`config.mk`:
```
export PLATFORM = sky130hd
export DESIGN_NAME = alu_seq
export DESIGN_NICKNAME = d
export VERILOG_FILES = /design/src/rtl/alu_pkg.sv /design/src/rtl/alu_mul_seq.sv /design/src/rtl/alu_seq.sv
export SDC_FILE = /design/constraint.sdc
export NUM_CORES = 1
export LEC_CHECK = 0
export CAP_MARGIN = 20
export CORE_MARGIN = 1.5
export CORE_UTILIZATION = 53
export CTS_CLUSTER_DIAMETER = 50
export CTS_CLUSTER_SIZE = 24
export DETAILED_ROUTE_END_ITERATION = 16
export PLACE_DENSITY_LB_ADDON = 0.12
export SYNTH_ARGS = -nofsm -noshare
export SYNTH_HDL_FRONTEND = slang
export SYNTH_SLANG_ARGS = --single-unit
```
`constraint.sdc`:
```
create_clock -name CLK -period 2.9 [get_ports CLK]
set_input_delay 0.435 -clock CLK [delete_from_list [all_inputs] [get_ports CLK]]
set_output_delay 0.435 -clock CLK [all_outputs]
set_load 0.1 [all_outputs]
```
`src/rtl/alu_pkg.sv`:
```
// Shared opcodes, flag bit positions and controller states for the sequential ALU.
package alu_pkg;

   localparam logic [3:0] OP_AND  = 4'd0;
   localparam logic [3:0] OP_ADD  = 4'd1;
   localparam logic [3:0] OP_OR   = 4'd2;
   localparam logic [3:0] OP_XOR  = 4'd3;
   localparam logic [3:0] OP_PASS = 4'd4;
   localparam logic [3:0] OP_SUB  = 4'd5;
   localparam logic [3:0] OP_ADC  = 4'd6;
   localparam logic [3:0] OP_NOT  = 4'd7;
   localparam logic [3:0] OP_SHL  = 4'd8;
   localparam logic [3:0] OP_SHR  = 4'd9;
   localparam logic [3:0] OP_MUL  = 4'd10;

   localparam int FLAG_C = 0;
   localparam int FLAG_Z = 1;
   localparam int FLAG_N = 2;
   localparam int FLAG_V = 3;

   typedef enum logic {
      ST_IDLE     = 1'b0,
      ST_MUL_BUSY = 1'b1
   } alu_state_t;

   function automatic logic [3:0] packFlags(input logic v, input logic n, input logic z, input logic c);
      logic [3:0] f;
      f         = '0;
      f[FLAG_V] = v;
      f[FLAG_N] = n;
      f[FLAG_Z] = z;
      f[FLAG_C] = c;
      return f;
   endfunction

endpackage

```
`src/rtl/alu_mul_seq.sv`:
```
// Unsigned shift-add multiplier: operands captured on start_i, one iteration per cycle.
// done_o and product_o describe the final iteration so the caller can load on that same edge.
module alu_mul_seq #(
   parameter int WIDTH = 8
) (
   input  logic               clk_i,
   input  logic               rst_ni,
   input  logic               start_i,
   input  logic [WIDTH-1:0]   a_i,
   input  logic [WIDTH-1:0]   b_i,
   output logic               done_o,
   output logic [2*WIDTH-1:0] product_o
);

   localparam logic [WIDTH-1:0] LastIter = WIDTH'(WIDTH - 1);

   logic               busyQ, busyD;
   logic [WIDTH-1:0]   countQ, countD;
   logic [WIDTH-1:0]   mcandQ, mcandD;
   logic [2*WIDTH-1:0] accQ, accD;
   logic [WIDTH-1:0]   addend;
   logic [WIDTH:0]     partial;
   logic [2*WIDTH-1:0] shifted;

   // The multiplier lives in the low half of the accumulator and is consumed LSB first;
   // the carry of each partial add drops into the top bit as the pair shifts right.
   always_comb begin
      addend  = accQ[0] ? mcandQ : '0;
      partial = {1'b0, accQ[2*WIDTH-1:WIDTH]} + {1'b0, addend};
      shifted = {partial, accQ[WIDTH-1:1]};
   end

   assign done_o    = busyQ && (countQ == LastIter);
   assign product_o = shifted;

   always_comb begin
      busyD  = busyQ;
      countD = countQ;
      mcandD = mcandQ;
      accD   = accQ;
      if (start_i) begin
         busyD  = 1'b1;
         countD = '0;
         mcandD = a_i;
         accD   = {{WIDTH{1'b0}}, b_i};
      end else if (busyQ) begin
         accD   = shifted;
         countD = countQ + WIDTH'(1);
         if (done_o) begin
            busyD = 1'b0;
         end
      end
   end

   always_ff @(posedge clk_i or negedge rst_ni) begin
      if (!rst_ni) begin
         busyQ  <= 1'b0;
         countQ <= '0;
         mcandQ <= '0;
         accQ   <= '0;
      end else begin
         busyQ  <= busyD;
         countQ <= countD;
         mcandQ <= mcandD;
         accQ   <= accD;
      end
   end

endmodule

```
`src/rtl/alu_seq.sv`:
```
// Registered ALU with valid/ready handshakes, persistent {V,N,Z,C} flags and an optional
// multi-cycle multiplier; single-cycle ops present their result the cycle after acceptance.
module alu_seq
   import alu_pkg::*;
#(
   parameter int WIDTH  = 8,
   parameter bit MUL_EN = 1'b1
) (
   input  logic             CLK,
   input  logic             RST_N,
   input  logic [WIDTH-1:0] A,
   input  logic [WIDTH-1:0] B,
   input  logic [3:0]       ALU_SEL,
   input  logic             IN_VALID,
   output logic             IN_READY,
   output logic [WIDTH-1:0] ALU_OUT,
   output logic [WIDTH-1:0] ALU_OUT_HI,
   output logic [3:0]       FLAGS,
   output logic             OUT_VALID,
   input  logic             OUT_READY
);

   alu_state_t         stateQ, stateD;
   logic [WIDTH-1:0]   resLoQ, resLoD;
   logic [WIDTH-1:0]   resHiQ, resHiD;
   logic [3:0]         flagsQ, flagsD;
   logic               outValidQ, outValidD;

   logic [WIDTH:0]     sum, adcSum, diff;
   logic [WIDTH-1:0]   opRes;
   logic               opC, opV;
   logic               isMul, accept, mulStart, mulDone;
   logic [2*WIDTH-1:0] mulProduct;

   assign IN_READY   = (stateQ == ST_IDLE) && (!outValidQ || OUT_READY);
   assign accept     = IN_VALID && IN_READY;
   assign isMul      = MUL_EN && (ALU_SEL == OP_MUL);
   assign ALU_OUT    = resLoQ;
   assign ALU_OUT_HI = resHiQ;
   assign FLAGS      = flagsQ;
   assign OUT_VALID  = outValidQ;

   // Arithmetic is done one bit wider so the top bit is the carry (or borrow for SUB).
   always_comb begin
      sum    = {1'b0, A} + {1'b0, B};
      adcSum = sum + {{WIDTH{1'b0}}, flagsQ[FLAG_C]};
      diff   = {1'b0, A} - {1'b0, B};
      opRes  = '0;
      opC    = 1'b0;
      opV    = 1'b0;
      case (ALU_SEL)
         OP_AND:  opRes = A & B;
         OP_OR:   opRes = A | B;
         OP_XOR:  opRes = A ^ B;
         OP_PASS: opRes = B;
         OP_NOT:  opRes = ~A;
         OP_SUB: begin
            opRes = diff[WIDTH-1:0];
            opC   = diff[WIDTH];
            opV   = (A[WIDTH-1] != B[WIDTH-1]) && (diff[WIDTH-1] != A[WIDTH-1]);
         end
         OP_ADC: begin
            opRes = adcSum[WIDTH-1:0];
            opC   = adcSum[WIDTH];
            opV   = (A[WIDTH-1] == B[WIDTH-1]) && (adcSum[WIDTH-1] != A[WIDTH-1]);
         end
         OP_SHL: begin
            opRes = {A[WIDTH-2:0], 1'b0};
            opC   = A[WIDTH-1];
         end
         OP_SHR: begin
            opRes = {1'b0, A[WIDTH-1:1]};
            opC   = A[0];
         end
         // ADD, the aliased opcodes 11-15, and MUL when no multiplier is built.
         default: begin
            opRes = sum[WIDTH-1:0];
            opC   = sum[WIDTH];
            opV   = (A[WIDTH-1] == B[WIDTH-1]) && (sum[WIDTH-1] != A[WIDTH-1]);
         end
      endcase
   end

   // A result drains whenever the consumer is ready; a load on the same edge overrides that.
   always_comb begin
      stateD    = stateQ;
      resLoD    = resLoQ;
      resHiD    = resHiQ;
      flagsD    = flagsQ;
      outValidD = outValidQ;
      mulStart  = 1'b0;
      if (outValidQ && OUT_READY) begin
         outValidD = 1'b0;
      end
      case (stateQ)
         ST_IDLE: begin
            if (accept) begin
               if (isMul) begin
                  mulStart = 1'b1;
                  stateD   = ST_MUL_BUSY;
               end else begin
                  resLoD    = opRes;
                  resHiD    = '0;
                  flagsD    = packFlags(opV, opRes[WIDTH-1], opRes == '0, opC);
                  outValidD = 1'b1;
               end
            end
         end
         ST_MUL_BUSY: begin
            if (mulDone) begin
               resLoD    = mulProduct[WIDTH-1:0];
               resHiD    = mulProduct[2*WIDTH-1:WIDTH];
               flagsD    = packFlags(1'b0, mulProduct[2*WIDTH-1], mulProduct == '0,
                                     |mulProduct[2*WIDTH-1:WIDTH]);
               outValidD = 1'b1;
               stateD    = ST_IDLE;
            end
         end
         default: stateD = ST_IDLE;
      endcase
   end

   always_ff @(posedge CLK or negedge RST_N) begin
      if (!RST_N) begin
         stateQ    <= ST_IDLE;
         resLoQ    <= '0;
         resHiQ    <= '0;
         flagsQ    <= '0;
         outValidQ <= 1'b0;
      end else begin
         stateQ    <= stateD;
         resLoQ    <= resLoD;
         resHiQ    <= resHiD;
         flagsQ    <= flagsD;
         outValidQ <= outValidD;
      end
   end

   generate
      if (MUL_EN) begin : gMul
         alu_mul_seq #(
            .WIDTH(WIDTH)
         ) uMul (
            .clk_i    (CLK),
            .rst_ni   (RST_N),
            .start_i  (mulStart),
            .a_i      (A),
            .b_i      (B),
            .done_o   (mulDone),
            .product_o(mulProduct)
         );
      end else begin : gNoMul
         assign mulDone    = 1'b0;
         assign mulProduct = '0;
      end
   endgenerate

endmodule

```
### Word-level counts from Yosys, hierarchy flattened

Cells that the tools add are included.

| storage, ports and cells | value |
|---|---|
| memories | 0 |
| memory bits (read-only) | 0 |
| RAM bits | 0 |
| output and inout port bits | 22 |
| input bits | 24 |
| latch bits | 0 |
| register bits after elaboration | 55 |
| word-level logic and storage cells | 86 |

| cells by class | value |
|---|---|
| shift-type cells | 0 |
| equality and inequality tests | 18 |
| reductions and logical operators | 17 |
| muxes and demuxes | 32 |
| divide/modulo/power cells | 0 |
| $mul | 0 |
| order comparisons | 0 |
| bitwise operators | 5 |
| add/subtract/negate cells | 5 |

Operators by type and width:

| kind | count |
|---|---|
| 8-bit two-way mux | 9 |
| 8-bit case mux with 9 select lines | 1 |
| 16-bit two-way mux | 2 |
| 8-bit case mux with 2 select lines | 2 |
| 8-bit by 8-bit adder with 9-bit output | 2 |
| 4-bit by 3-bit == test with 1-bit output, second input constant | 4 |
| 16-bit zero test | 1 |
| 4-bit == test, second input constant | 3 |
| 4-bit two-way mux | 3 |
| 1-bit two-way mux | 10 |
| 9-bit by 1-bit adder with 9-bit output | 1 |
| 8-bit by 8-bit subtractor with 9-bit output | 1 |
| 8-bit by 1-bit adder with 8-bit output, second input constant | 1 |
| 8-bit bitwise AND | 1 |
| 4-bit by 2-bit == test with 1-bit output, second input constant | 2 |
| 8-bit by 3-bit == test with 1-bit output, second input constant | 1 |
| 8-bit zero test | 1 |
| 8-bit inverter | 1 |
| 8-bit OR | 1 |
| 4-bit case mux with 2 select lines | 1 |
| 8-bit OR reduction | 1 |
| 8-bit bitwise XOR | 1 |
| 1-bit logical AND | 7 |
| 7-bit OR reduction | 1 |
| other kinds (14) | 19 |

### Depth between registers and ports, before layout

Gate-level depths: netlist (run 1).

| depth | value |
|---|---|
| word-level depth | 8 |
| mapped depth | 12 |
| depth with buffers taken out | 12 |

### Cells and area by module

Synthesis (run 1) repeated with hierarchy kept, for this count alone.

| unflattened totals | value |
|---|---|
| cell total of the unflattened synthesis | 586 |
| area, all modules | 4865.9 um^2 |

By module, submodules not included:

| module | times used | sequential area each (um^2) | cells an instance | area each (um^2) |
|---|---|---|---|---|
| alu_seq | 1 | 550.5 | 397 | 2971.6 |
| alu_mul_seq | 1 | 825.8 | 189 | 1894.3 |

### Least setup slack after synthesis (run 1)

OpenSTA, ideal clock, no wires.

| timing | value |
|---|---|
| path kind | reg-to-reg |
| start point | register outValidQ, in the netlist OUT_VALID |
| end point | register flagsQ[1], in the netlist FLAGS[1] |
| required time | 2836 ps |
| stages on the path, launching flop included | 9 |
| arrival | 3013 ps |
| period minus slack after synthesis | 3077 ps |
| path buffers | 0 |
| path slack | -177 ps |
| library setup time | 64 ps |
| cells stage by stage | dfrtp_1 > inv_1 > o21a_1 > nand2_1 > nor2_1 > nor2_1 > or3_1 > nor3_1 > a21o_1 |

| between the ends | value |
|---|---|
| cells in the longest elaborated chain, start to end | 6 |

RTL lines:

| element | line | RTL |
|---|---|---|
| start, declared | alu_seq.sv:27 | `logic outValidQ, outValidD;` |
| start signal, assigned | alu_seq.sv:135 | `outValidQ <= outValidD;` |
| 1-bit zero test | alu_seq.sv:35 | `assign IN_READY = (stateQ == ST_IDLE) && (!outValidQ \|\| OUT_READY);` |
| 1-bit logical OR | alu_seq.sv:35 |  |
| 1-bit logical AND | alu_seq.sv:35 |  |
| named net IN_READY | alu_seq.sv:15 | `output logic IN_READY,` |
| 1-bit logical AND | alu_seq.sv:36 | `assign accept = IN_VALID && IN_READY;` |
| 2-bit inequality test (no source line) | - |  |
| 3-bit AND reduction (no source line) | - |  |
| end signal, assigned | alu_seq.sv:134 | `flagsQ <= flagsD;` |
| end, declared | alu_seq.sv:26 | `logic [3:0] flagsQ, flagsD;` |

The timed path passes the listed nets, and every way through them passes these cells.
A chain may end at the register's enable or synchronous reset.

### Final worst setup path (run 1)

| timing | value |
|---|---|
| start point | register gMul.uMul.accQ[0] |
| end point | register flagsQ[1], in the netlist FLAGS[1] |

| between the ends | value |
|---|---|
| cells in the longest elaborated chain, start to end | 5 |

RTL lines:

| element | line | RTL |
|---|---|---|
| start, declared | alu_mul_seq.sv:20 | `logic [2*WIDTH-1:0] accQ, accD;` |
| start signal, assigned | alu_mul_seq.sv:60 | `accQ <= '0;` |
| start signal, assigned | alu_mul_seq.sv:65 | `accQ <= accD;` |
| 8-bit two-way mux | alu_mul_seq.sv:28 | `addend = accQ[0] ? mcandQ : '0;` |
| 8-bit by 8-bit adder with 9-bit output | alu_mul_seq.sv:29 | `partial = {1'b0, accQ[2*WIDTH-1:WIDTH]} + {1'b0, addend};` |
| 16-bit zero test | alu_seq.sv:113 | `flagsD = packFlags(1'b0, mulProduct[2*WIDTH-1], mulProduct == '0,` |
| 4-bit two-way mux | alu_seq.sv:110 | `if (mulDone) begin` |
| 4-bit case mux with 2 select lines | alu_seq.sv:95 | `case (stateQ)` |

Every way passes these cells. The select of a mux whose other input is x is not followed.

==> results.rst, run 1 <==
.. list-table::
   :header-rows: 1

   * - Metric
     - Value
   * - Outcome
     - complete, no violations
   * - Cell type with the highest aggregate area in the netlist
     - sky130_fd_sc_hd__dfrtp_1
   * - Total Power
     - 4668 uW
   * - Die H
     - 97.23 um
   * - Setup crit end kind
     - flop
   * - DRC marker count from the first detailed-route iteration
     - 259
   * - Syn-to-layout area delta
     - 35.60%
   * - Post-Route Skew
     - 0.004091 ns
   * - Leftover overflow at the end of global routing
     - 0
   * - Final worst path period share
     - 0.9773
   * - Setup slack of the worst register-to-register path
     - 0.07 ns
   * - Unique masters post-synth
     - 71
   * - Core region area
     - 8678 sq um
   * - Number of buffers and inverters on the critical path
     - 0
   * - Crit path launch type
     - flop
   * - Synth cell count leaders
     - sky130_fd_sc_hd__nand2_1 (64), sky130_fd_sc_hd__nor2_1 (56), sky130_fd_sc_hd__dfrtp_1 (55), sky130_fd_sc_hd__o21ai_0 (45), sky130_fd_sc_hd__ha_1 (35)
   * - Routed length per instance
     - 17.85 um
   * - CTS tree
     - yes
   * - Accumulated negative setup slack
     - 0 ns
   * - Number of antenna diodes
     - 0
   * - Data arrival time of the worst path
     - 3.09 ns
   * - Path class of the lowest-slack min-delay path
     - in -> async
   * - Flip-flop and latch count after synthesis
     - 55
   * - Worst-case vdd ir drop
     - 0.5344 mV
   * - Horizontal extent of the die
     - 97.23 um
   * - Clock root buffer
     - sky130_fd_sc_hd__clkbuf_8
   * - Detailed-route vias per instance
     - 5.897
   * - Hpwl dp
     - 11.53 mm
   * - Global-route wire length before repair
     - 23.56 mm
   * - Max transition margin
     - 0.5507
   * - Util after Layout
     - 0.7353
   * - Cell with the biggest individual delay on the critical path
     - sky130_fd_sc_hd__or4b_4
   * - Power per Cell Area
     - 731.5 nW/um^2
   * - Worst-case clock buffer depth
     - 2
   * - Summed instance area of the synthesized netlist
     - 4706 sq um
   * - Peak per-stage delay on the critical path
     - 0.53 ns
   * - Reg-to-reg endpoint
     - FLAGS[1]$_DFFE_PN0P_
   * - Top Ports
     - 46
   * - Switch Pwr
     - 2331 uW
   * - Clock power share
     - 0.090
   * - Number of clock sinks
     - 55
   * - CP max FO
     - 4
   * - Most used flip-flop cell after synthesis
     - sky130_fd_sc_hd__dfrtp_1
   * - Final setup fails
     - 0
   * - Initial core utilization
     - 0.5422
   * - Leading cell type by number of instances after synthesis
     - sky130_fd_sc_hd__nand2_1
   * - First-pass detailed-route iteration total
     - 5
   * - Measured slew at the worst slew-check pin
     - 0.6740 ns
   * - Depth of the worst register-to-register path
     - 11
   * - Cells along the critical path
     - and2_4 > ha_4 > fa_2 > a21o_1 > a21oi_2 > xnor2_2 > or4b_4 > nor3b_2 > nand3_2 > o31ai_4 > a21o_1
   * - Number of slew-limit violations in the final report
     - 0
   * - Net count, final
     - 787
   * - Antenna violations before repair
     - 0
   * - Maximum number of pins on one net before global-route repair
     - 56
   * - Std cell rows
     - 34
   * - Post-synthesis average cell area
     - 8.170 sq um
   * - Final-report hold violation count
     - 0
   * - Fraction of final layout cells sized beyond drive strength 1
     - 0.2948
   * - Start-to-end type of the worst setup path
     - reg -> reg
   * - Post-synthesis cell count
     - 576
   * - Number of synthesized flops with an enable pin
     - 0
   * - Internal portion of total power
     - 2337 uW
   * - Share of flip-flops with an asynchronous set or reset
     - 1.000
   * - Static Leak
     - 0.002985 uW
   * - Unrepaired setup endpoints after global routing
     - yes
   * - Count of port buffers added during placement
     - 45
   * - Reg-to-reg startpoint
     - gMul.uMul.accQ[0]$_DFFE_PN0P_
   * - Post-detailed-route count of antenna-violating nets
     - 0
   * - Via count of the first global-routing pass
     - 4,805
   * - Maximum operating frequency
     - 0.3528 GHz
   * - Max H-tree Level
     - 2
   * - Hold-fix buffer count after cts
     - 0
   * - Number of CTS-inserted buffers
     - 5
   * - Area fraction of the dominant cell type after synthesis
     - 0.2925
   * - Number of synthesis warnings
     - 0
   * - Total number of vias
     - 4,918
   * - Clock-pin slew of the registers on the worst-case setup and hold paths
     - 0.10 ns
   * - Total GRT Usage
     - 0.3104
   * - Sequential share of power
     - 0.286
   * - Largest cells by area after synthesis
     - sky130_fd_sc_hd__dfrtp_1 (29%), sky130_fd_sc_hd__ha_1 (9.3%), sky130_fd_sc_hd__nand2_1 (5.1%)
   * - Final estimated routing congestion in global placement
     - 1.017
   * - Switch share
     - 0.4993
   * - Final routed wirelength across all metal layers
     - 14.89 mm
   * - Req. time, crit path
     - 3.16 ns
   * - Clk_lat worst skew
     - 0.31 ns
   * - Max-cap violations
     - 0
   * - Fraction of power consumed by combinational cells
     - 0.624
   * - Most repeated library cell on the critical path
     - sky130_fd_sc_hd__a21o_1
   * - Final critical delay including setup and external delays
     - 2.834 ns
   * - Number of nets in the synthesized netlist
     - 638
   * - Post-route DRC violation count
     - 0
   * - Fraction of the yosys area taken by sequential cells
     - 0.2925
   * - Largest delay share family, worst path
     - simple AND/OR/NAND/NOR gates
   * - Full die area
     - 9453 sq um
==> worst reg2reg max path, stage by stage (launching register included) <==
cell                      delay, ns
sky130_fd_sc_hd__dfrtp_1       0.41
sky130_fd_sc_hd__and2_4        0.16
sky130_fd_sc_hd__ha_4          0.16
sky130_fd_sc_hd__fa_2          0.33
sky130_fd_sc_hd__a21o_1        0.17
sky130_fd_sc_hd__a21oi_2       0.21
sky130_fd_sc_hd__xnor2_2       0.09
sky130_fd_sc_hd__or4b_4        0.53
sky130_fd_sc_hd__nor3b_2       0.21
sky130_fd_sc_hd__nand3_2       0.15
sky130_fd_sc_hd__o31ai_4       0.26
sky130_fd_sc_hd__a21o_1        0.11
==> cell families after synthesis <==
| group | share of synthesized area |
|---|---|
| simple gates | 0.2207 |
| compound gates | 0.2409 |
| buf+inv | 0.05238 |
| flops | 0.2925 |
| fa+ha+maj | 0.1058 |
| xor+xnor | 0.04626 |
| mux | 0.04148 |
==> layout by cell type (no fill, tap or decap), types with 6 or more instances in the layout <==
master,Yosys,final
sky130_fd_sc_hd__buf_4,0,147
sky130_fd_sc_hd__nand2_1,64,64
sky130_fd_sc_hd__dfrtp_1,55,55
sky130_fd_sc_hd__nor2_1,56,55
sky130_fd_sc_hd__o21ai_0,45,40
sky130_fd_sc_hd__a21oi_1,26,26
sky130_fd_sc_hd__ha_1,35,26
sky130_fd_sc_hd__inv_1,29,25
sky130_fd_sc_hd__nand3_1,23,22
sky130_fd_sc_hd__mux2i_1,15,15
sky130_fd_sc_hd__clkdlybuf4s50_1,0,14
sky130_fd_sc_hd__xor2_1,12,12
sky130_fd_sc_hd__and2_1,11,10
sky130_fd_sc_hd__nor3_1,12,10
sky130_fd_sc_hd__xnor2_1,11,10
sky130_fd_sc_hd__a22oi_1,10,10
sky130_fd_sc_hd__a211oi_1,11,9
sky130_fd_sc_hd__nor2b_1,8,8
sky130_fd_sc_hd__a21o_1,7,7
sky130_fd_sc_hd__o21bai_1,7,7
sky130_fd_sc_hd__ha_4,0,7
sky130_fd_sc_hd__nand2b_1,6,6
sky130_fd_sc_hd__or3_1,6,6
sky130_fd_sc_hd__o211ai_1,6,6
sky130_fd_sc_hd__o31ai_1,7,6
==> what timing repair did <==
item	CTS	global route
buffers inserted	2	6
resized for setup	28	31
pin swaps	14	14
endpoints found under the setup margin	7	6
==> layer usage <==
metal | part of all wire | global-route usage | vias to the layer above
met5 | 0 | 0 | -
met4 | 0.039 | 0.1198 | 0
met3 | 0.053 | 0.03453 | 48
met2 | 0.51 | 0.5535 | 169
met1 | 0.40 | 0.3843 | 2347
li1 | - | - | 2354
==> registers in the layout, indices dropped and copies added, names as in the netlist, 4 cells and up <==
name              cells
gMul.uMul.countQ      8
gMul.uMul.accQ       16
ALU_OUT_HI            8
ALU_OUT               8
gMul.uMul.mcandQ      8
FLAGS                 4
==> power by group through the flow <==
stage	Clock [uW]	Sequential [uW]	Combinational [uW]
after floorplan	0	1900	1240
after global routing	450	1370	3110
final	419	1340	2910
after detailed placement	0	1340	2760
after global placement	0	1320	2690
after CTS	422	1320	2810
==> worst max-delay path by stage <==
stage | start | end | slack (ns) | cells past startpoint
after CTS | A[3] | FLAGS[1]$_DFFE_PN0P_ | 0.003 | 12
after global routing | gMul.uMul.accQ[0]$_DFFE_PN0P_ | FLAGS[1]$_DFFE_PN0P_ | -0.05 | 11
final | gMul.uMul.accQ[0]$_DFFE_PN0P_ | FLAGS[1]$_DFFE_PN0P_ | 0.07 | 11
after detailed placement | B[1] | FLAGS[1]$_DFFE_PN0P_ | -0.57 | 13
after global placement | A[1] | FLAGS[1]$_DFFE_PN0P_ | -0.57 | 12
after floorplan | A[0] | ALU_OUT[5]$_DFFE_PN0P_ | 0.02 | 9
==> area by class of cell <==
cell class,instances,area [sq um]
clock buffers,6,72.57
clock inverters,2,12.51
fillers,706,2297
inverters,29,108.9
multi-input cells,460,3294
flip-flops and latches,55,1376
well taps,108,135.1
repair buffers,174,1381
==> per-stage QoR <==
step	hold slack, ns	cell area [sq um]	setup WS, ns	std cells
detailed placement	0.4632	6021	-0.5719	818
global route	0.3036	6381	-0.04841	834
CTS	0.2652	6226	0.003294	828
floorplan	0.1394	4707	0.02283	576
global placement	0.4542	6021	-0.5661	818
finish	0.2389	6381	0.06570	834
Note: power is estimated with default switching activity, not from simulation.
==> run 2, diff against run 1 <==
ABC_AREA = 1   (was not set)
CORE_UTILIZATION = 52   (was 53)
REMOVE_ABC_BUFFERS = 1   (was not set)
==> run 2 against run 1 <==
  * Routed wire length shrank 9.1%
  * Sequential cell count is the same
  * Count of clock-buffer cells in the layout shrank 1
  * Register-to-register slack gained 0.33 ns
  * Sequential share of layout area grew 3.4 points
  * Final cell count grew 4.4%
  * Via count shrank 2.4%
  * Utilization shrank 6.8 points
  * First-iteration DRC count shrank 6.6%
  * Clock skew is essentially flat
  * Critical endpoint unchanged
  * Largest cell class unchanged
==> results.rst, run 2 <==
.. list-table::
   :header-rows: 1

   * - Metric
     - Value
   * - Fraction of the yosys area taken by sequential cells
     - 0.3074
   * - Fraction of final layout cells sized beyond drive strength 1
     - 0.1619
   * - Final worst path period share
     - 0.9182
   * - Share of flip-flops with an asynchronous set or reset
     - 1.000
   * - Flip-flop and latch count after synthesis
     - 55
   * - Maximum operating frequency
     - 0.3756 GHz
   * - Detailed-route vias per instance
     - 5.509
   * - Synth cell count leaders
     - sky130_fd_sc_hd__nand2_1 (192), sky130_fd_sc_hd__inv_1 (90), sky130_fd_sc_hd__nor2_1 (63), sky130_fd_sc_hd__dfrtp_1 (55), sky130_fd_sc_hd__nand3_1 (51)
   * - Top layer reached by signal wires
     - met4
   * - Max transition margin
     - 0.5462
   * - Number of buffers and inverters on the critical path
     - 1
   * - Die H
     - 95.79 um
   * - Peak per-stage delay on the critical path
     - 0.51 ns
   * - Setup crit end kind
     - flop
   * - Data arrival time of the worst path
     - 2.91 ns
   * - Req. time, crit path
     - 3.15 ns
   * - Final estimated routing congestion in global placement
     - 0.9759
   * - Number of antenna diodes
     - 0
   * - Most frequent cells in the layout
     - sky130_fd_sc_hd__nand2_1 (192), sky130_fd_sc_hd__inv_1 (89), sky130_fd_sc_hd__buf_4 (84)
   * - Leftover overflow at the end of global routing
     - 0
   * - Total GRT Usage
     - 0.3106
   * - Post-Route Skew
     - 0.004212 ns
   * - Clk_lat worst skew
     - 0.31 ns
   * - Max-cap violations
     - 0
   * - Number of clock sinks
     - 55
   * - Start-to-end type of the worst setup path
     - in -> reg
   * - Routed length per instance
     - 15.53 um
   * - Final routed wirelength across all metal layers
     - 13.53 mm
   * - Summed instance area of the synthesized netlist
     - 4477 sq um
   * - Post-route DRC violation count
     - 0
   * - Crit path launch type
     - primary input
   * - Largest cells by area after synthesis
     - sky130_fd_sc_hd__dfrtp_1 (31%), sky130_fd_sc_hd__nand2_1 (16%), sky130_fd_sc_hd__ha_1 (9.8%)
   * - Reg-to-reg endpoint
     - FLAGS[0]$_DFFE_PN0P_
   * - DRC marker count from the first detailed-route iteration
     - 242
   * - # fillers
     - 736
   * - Most used flip-flop cell after synthesis
     - sky130_fd_sc_hd__dfrtp_1
   * - Count of port buffers added during placement
     - 45
   * - Antenna violations before repair
     - 0
   * - Worst-case vdd ir drop
     - 0.3572 mV
   * - Net count, final
     - 827
   * - Number of CTS-inserted buffers
     - 5
   * - Cell type with the highest aggregate area in the netlist
     - sky130_fd_sc_hd__dfrtp_1
   * - Std cell rows
     - 33
   * - CTS tree
     - yes
   * - Largest delay share family, worst path
     - adder cells
   * - Hpwl dp
     - 11.12 mm
   * - Measured slew at the worst slew-check pin
     - 0.6783 ns
   * - Cells along the critical path
     - clkdlybuf4s50_1 > ha_2 > fa_1 > ha_1 > nand2_1 > nand3_1 > nor2_1 > nand2_1 > nor2_1 > nand3_1 > nor2_1 > nand3_1 > a21oi_2
   * - Hold slack
     - 0.06965 ns
   * - Via count of the first global-routing pass
     - 4,521
   * - CP max FO
     - 3
   * - Path class of the lowest-slack min-delay path
     - in -> async
   * - Clock-pin slew of the registers on the worst-case setup and hold paths
     - 0.10 ns
   * - Core region area
     - 8258 sq um
   * - Leading cell type by number of instances after synthesis
     - sky130_fd_sc_hd__nand2_1
   * - Syn-to-layout area delta
     - 23.14%
   * - Initial core utilization
     - 0.5421
   * - Max H-tree Level
     - 2
   * - Total number of vias
     - 4,798
   * - Metal-1 WL
     - 5.772 mm
   * - Flip-flop count of the largest register, all copies and words added
     - 16
   * - Final critical delay including setup and external delays
     - 2.663 ns
   * - Clock root buffer
     - sky130_fd_sc_hd__clkbuf_8
   * - Met2 routed wirelength
     - 6.548 mm
   * - Post-detailed-route count of antenna-violating nets
     - 0
   * - Commonest non-fill, non-tap cell in the layout
     - sky130_fd_sc_hd__nand2_1
   * - Number of synthesis warnings
     - 0
   * - Detailed route wirelength on metal3
     - 795 um
   * - Setup slack of the worst register-to-register path
     - 0.40 ns
   * - Util after Layout
     - 0.6676
   * - Depth of the worst register-to-register path
     - 16
   * - Final-report hold violation count
     - 0
   * - Register with the most flip-flops
     - gMul.uMul.accQ
   * - Horizontal extent of the die
     - 95.79 um
   * - Full die area
     - 9175 sq um
   * - First-pass detailed-route iteration total
     - 7
   * - Unique masters post-synth
     - 39
   * - Static Leak
     - 0.002993 uW
   * - Outcome
     - complete, no violations
   * - Number of slew-limit violations in the final report
     - 0
   * - Accumulated negative setup slack
     - 0 ns
   * - Cell with the biggest individual delay on the critical path
     - sky130_fd_sc_hd__clkdlybuf4s50_1
   * - Power per Cell Area
     - 605.9 nW/um^2
   * - Reg-to-reg startpoint
     - gMul.uMul.accQ[0]$_DFFE_PN0P_
   * - Worst-case clock buffer depth
     - 2
   * - Post-synthesis average cell area
     - 6.763 sq um
   * - Final setup fails
     - 0
   * - Maximum number of pins on one net before global-route repair
     - 35
   * - Crit path depth
     - 13
   * - Area fraction of the dominant cell type after synthesis
     - 0.3074
   * - Top Ports
     - 46
   * - Post-synthesis cell count
     - 662
   * - Global-route wire length before repair
     - 21.89 mm
   * - Unrepaired setup endpoints after global routing
     - no
   * - Number of synthesized flops with an enable pin
     - 0
==> run 2: routing by layer <==
layer	track usage	vias to the layer above
li1	-	2368
met1	0.3985	2190
met2	0.5411	205
met3	0.03397	35
met4	0.1029	0
met5	0	-
==> run 2: stage by stage <==
stage	setup slack, ns	area (sq um)	power [uW]	instances
2_1_floorplan	-0.7027	4423	2352	651
3_3_place_gp	-0.1791	5403	2866	862
3_5_place_dp	-0.1790	5403	2904	862
4_1_cts	0.1405	5495	3337	870
5_1_grt	0.02723	5513	3523	871
6_report	0.2373	5513	3340	871
==> run 2: cell type report <==
type / instances / area, sq um / area share
multi-input combinational: 498 / 2686 / 0.4873
sequential: 55 / 1376 / 0.2497
timing repair buffer: 107 / 858.3 / 0.1557
inverter: 98 / 367.9 / 0.06673
tap: 105 / 131.4 / 0.02383
clock buffer: 5 / 68.82 / 0.01248
clock inverter: 3 / 23.77 / 0.004312
==> run 2: worst reg2reg max path: cells and delay by family, from the launching register on <==
| kind | cells | cell delay, ns |
|---|---|---|
| AOI/OAI and AO/OA | 2 | 0.26 |
| adders and majority gates | 2 | 0.60 |
| buffers and inverters | 1 | 0.04 |
| DFF | 1 | 0.49 |
| and+or+nand+nor | 11 | 1.02 |
==> run 2: kinds of logic after synthesis <==
group | count (synthesis) | synth area share
xor gates and xnor gates | 5 | 0.009784
buffers and inverters | 109 | 0.09419
and+or+nand+nor | 342 | 0.3301
AOI/OAI and AO/OA | 113 | 0.1473
DFF | 55 | 0.3074
adders and majority gates | 38 | 0.1112
==> run 2: worst max path at each step <==
stage	from	to	slack (ns)
floorplan	OUT_VALID$_DFF_PN0_	gMul.uMul.accQ[0]$_DFFE_PN0P_	-0.70
global placement	A[0]	FLAGS[1]$_DFFE_PN0P_	-0.18
detailed placement	A[0]	FLAGS[1]$_DFFE_PN0P_	-0.18
CTS	A[0]	FLAGS[1]$_DFFE_PN0P_	0.14
global route	A[1]	FLAGS[0]$_DFFE_PN0P_	0.03
finish	B[0]	FLAGS[1]$_DFFE_PN0P_	0.24
==> run 2: report_power, final <==
part           switching, uW  internal, uW
Clock                    268           173
Sequential               126           940
Combinational           1340           495
Total                   1730          1610
==> run 2: repair_timing <==
action / in CTS / in global routing
setup endpoints to repair: 0 / 3
hold buffers: 0 / 0
resized for setup: 0 / 5
buffers inserted: 0 / 1
==> run 3, diff against run 2 <==
SKIP_CTS_REPAIR_TIMING = 1   (was not set)
==> results of run 3 <==
Same layout as run 2: the final DEF is identical, and so are final timing and power.
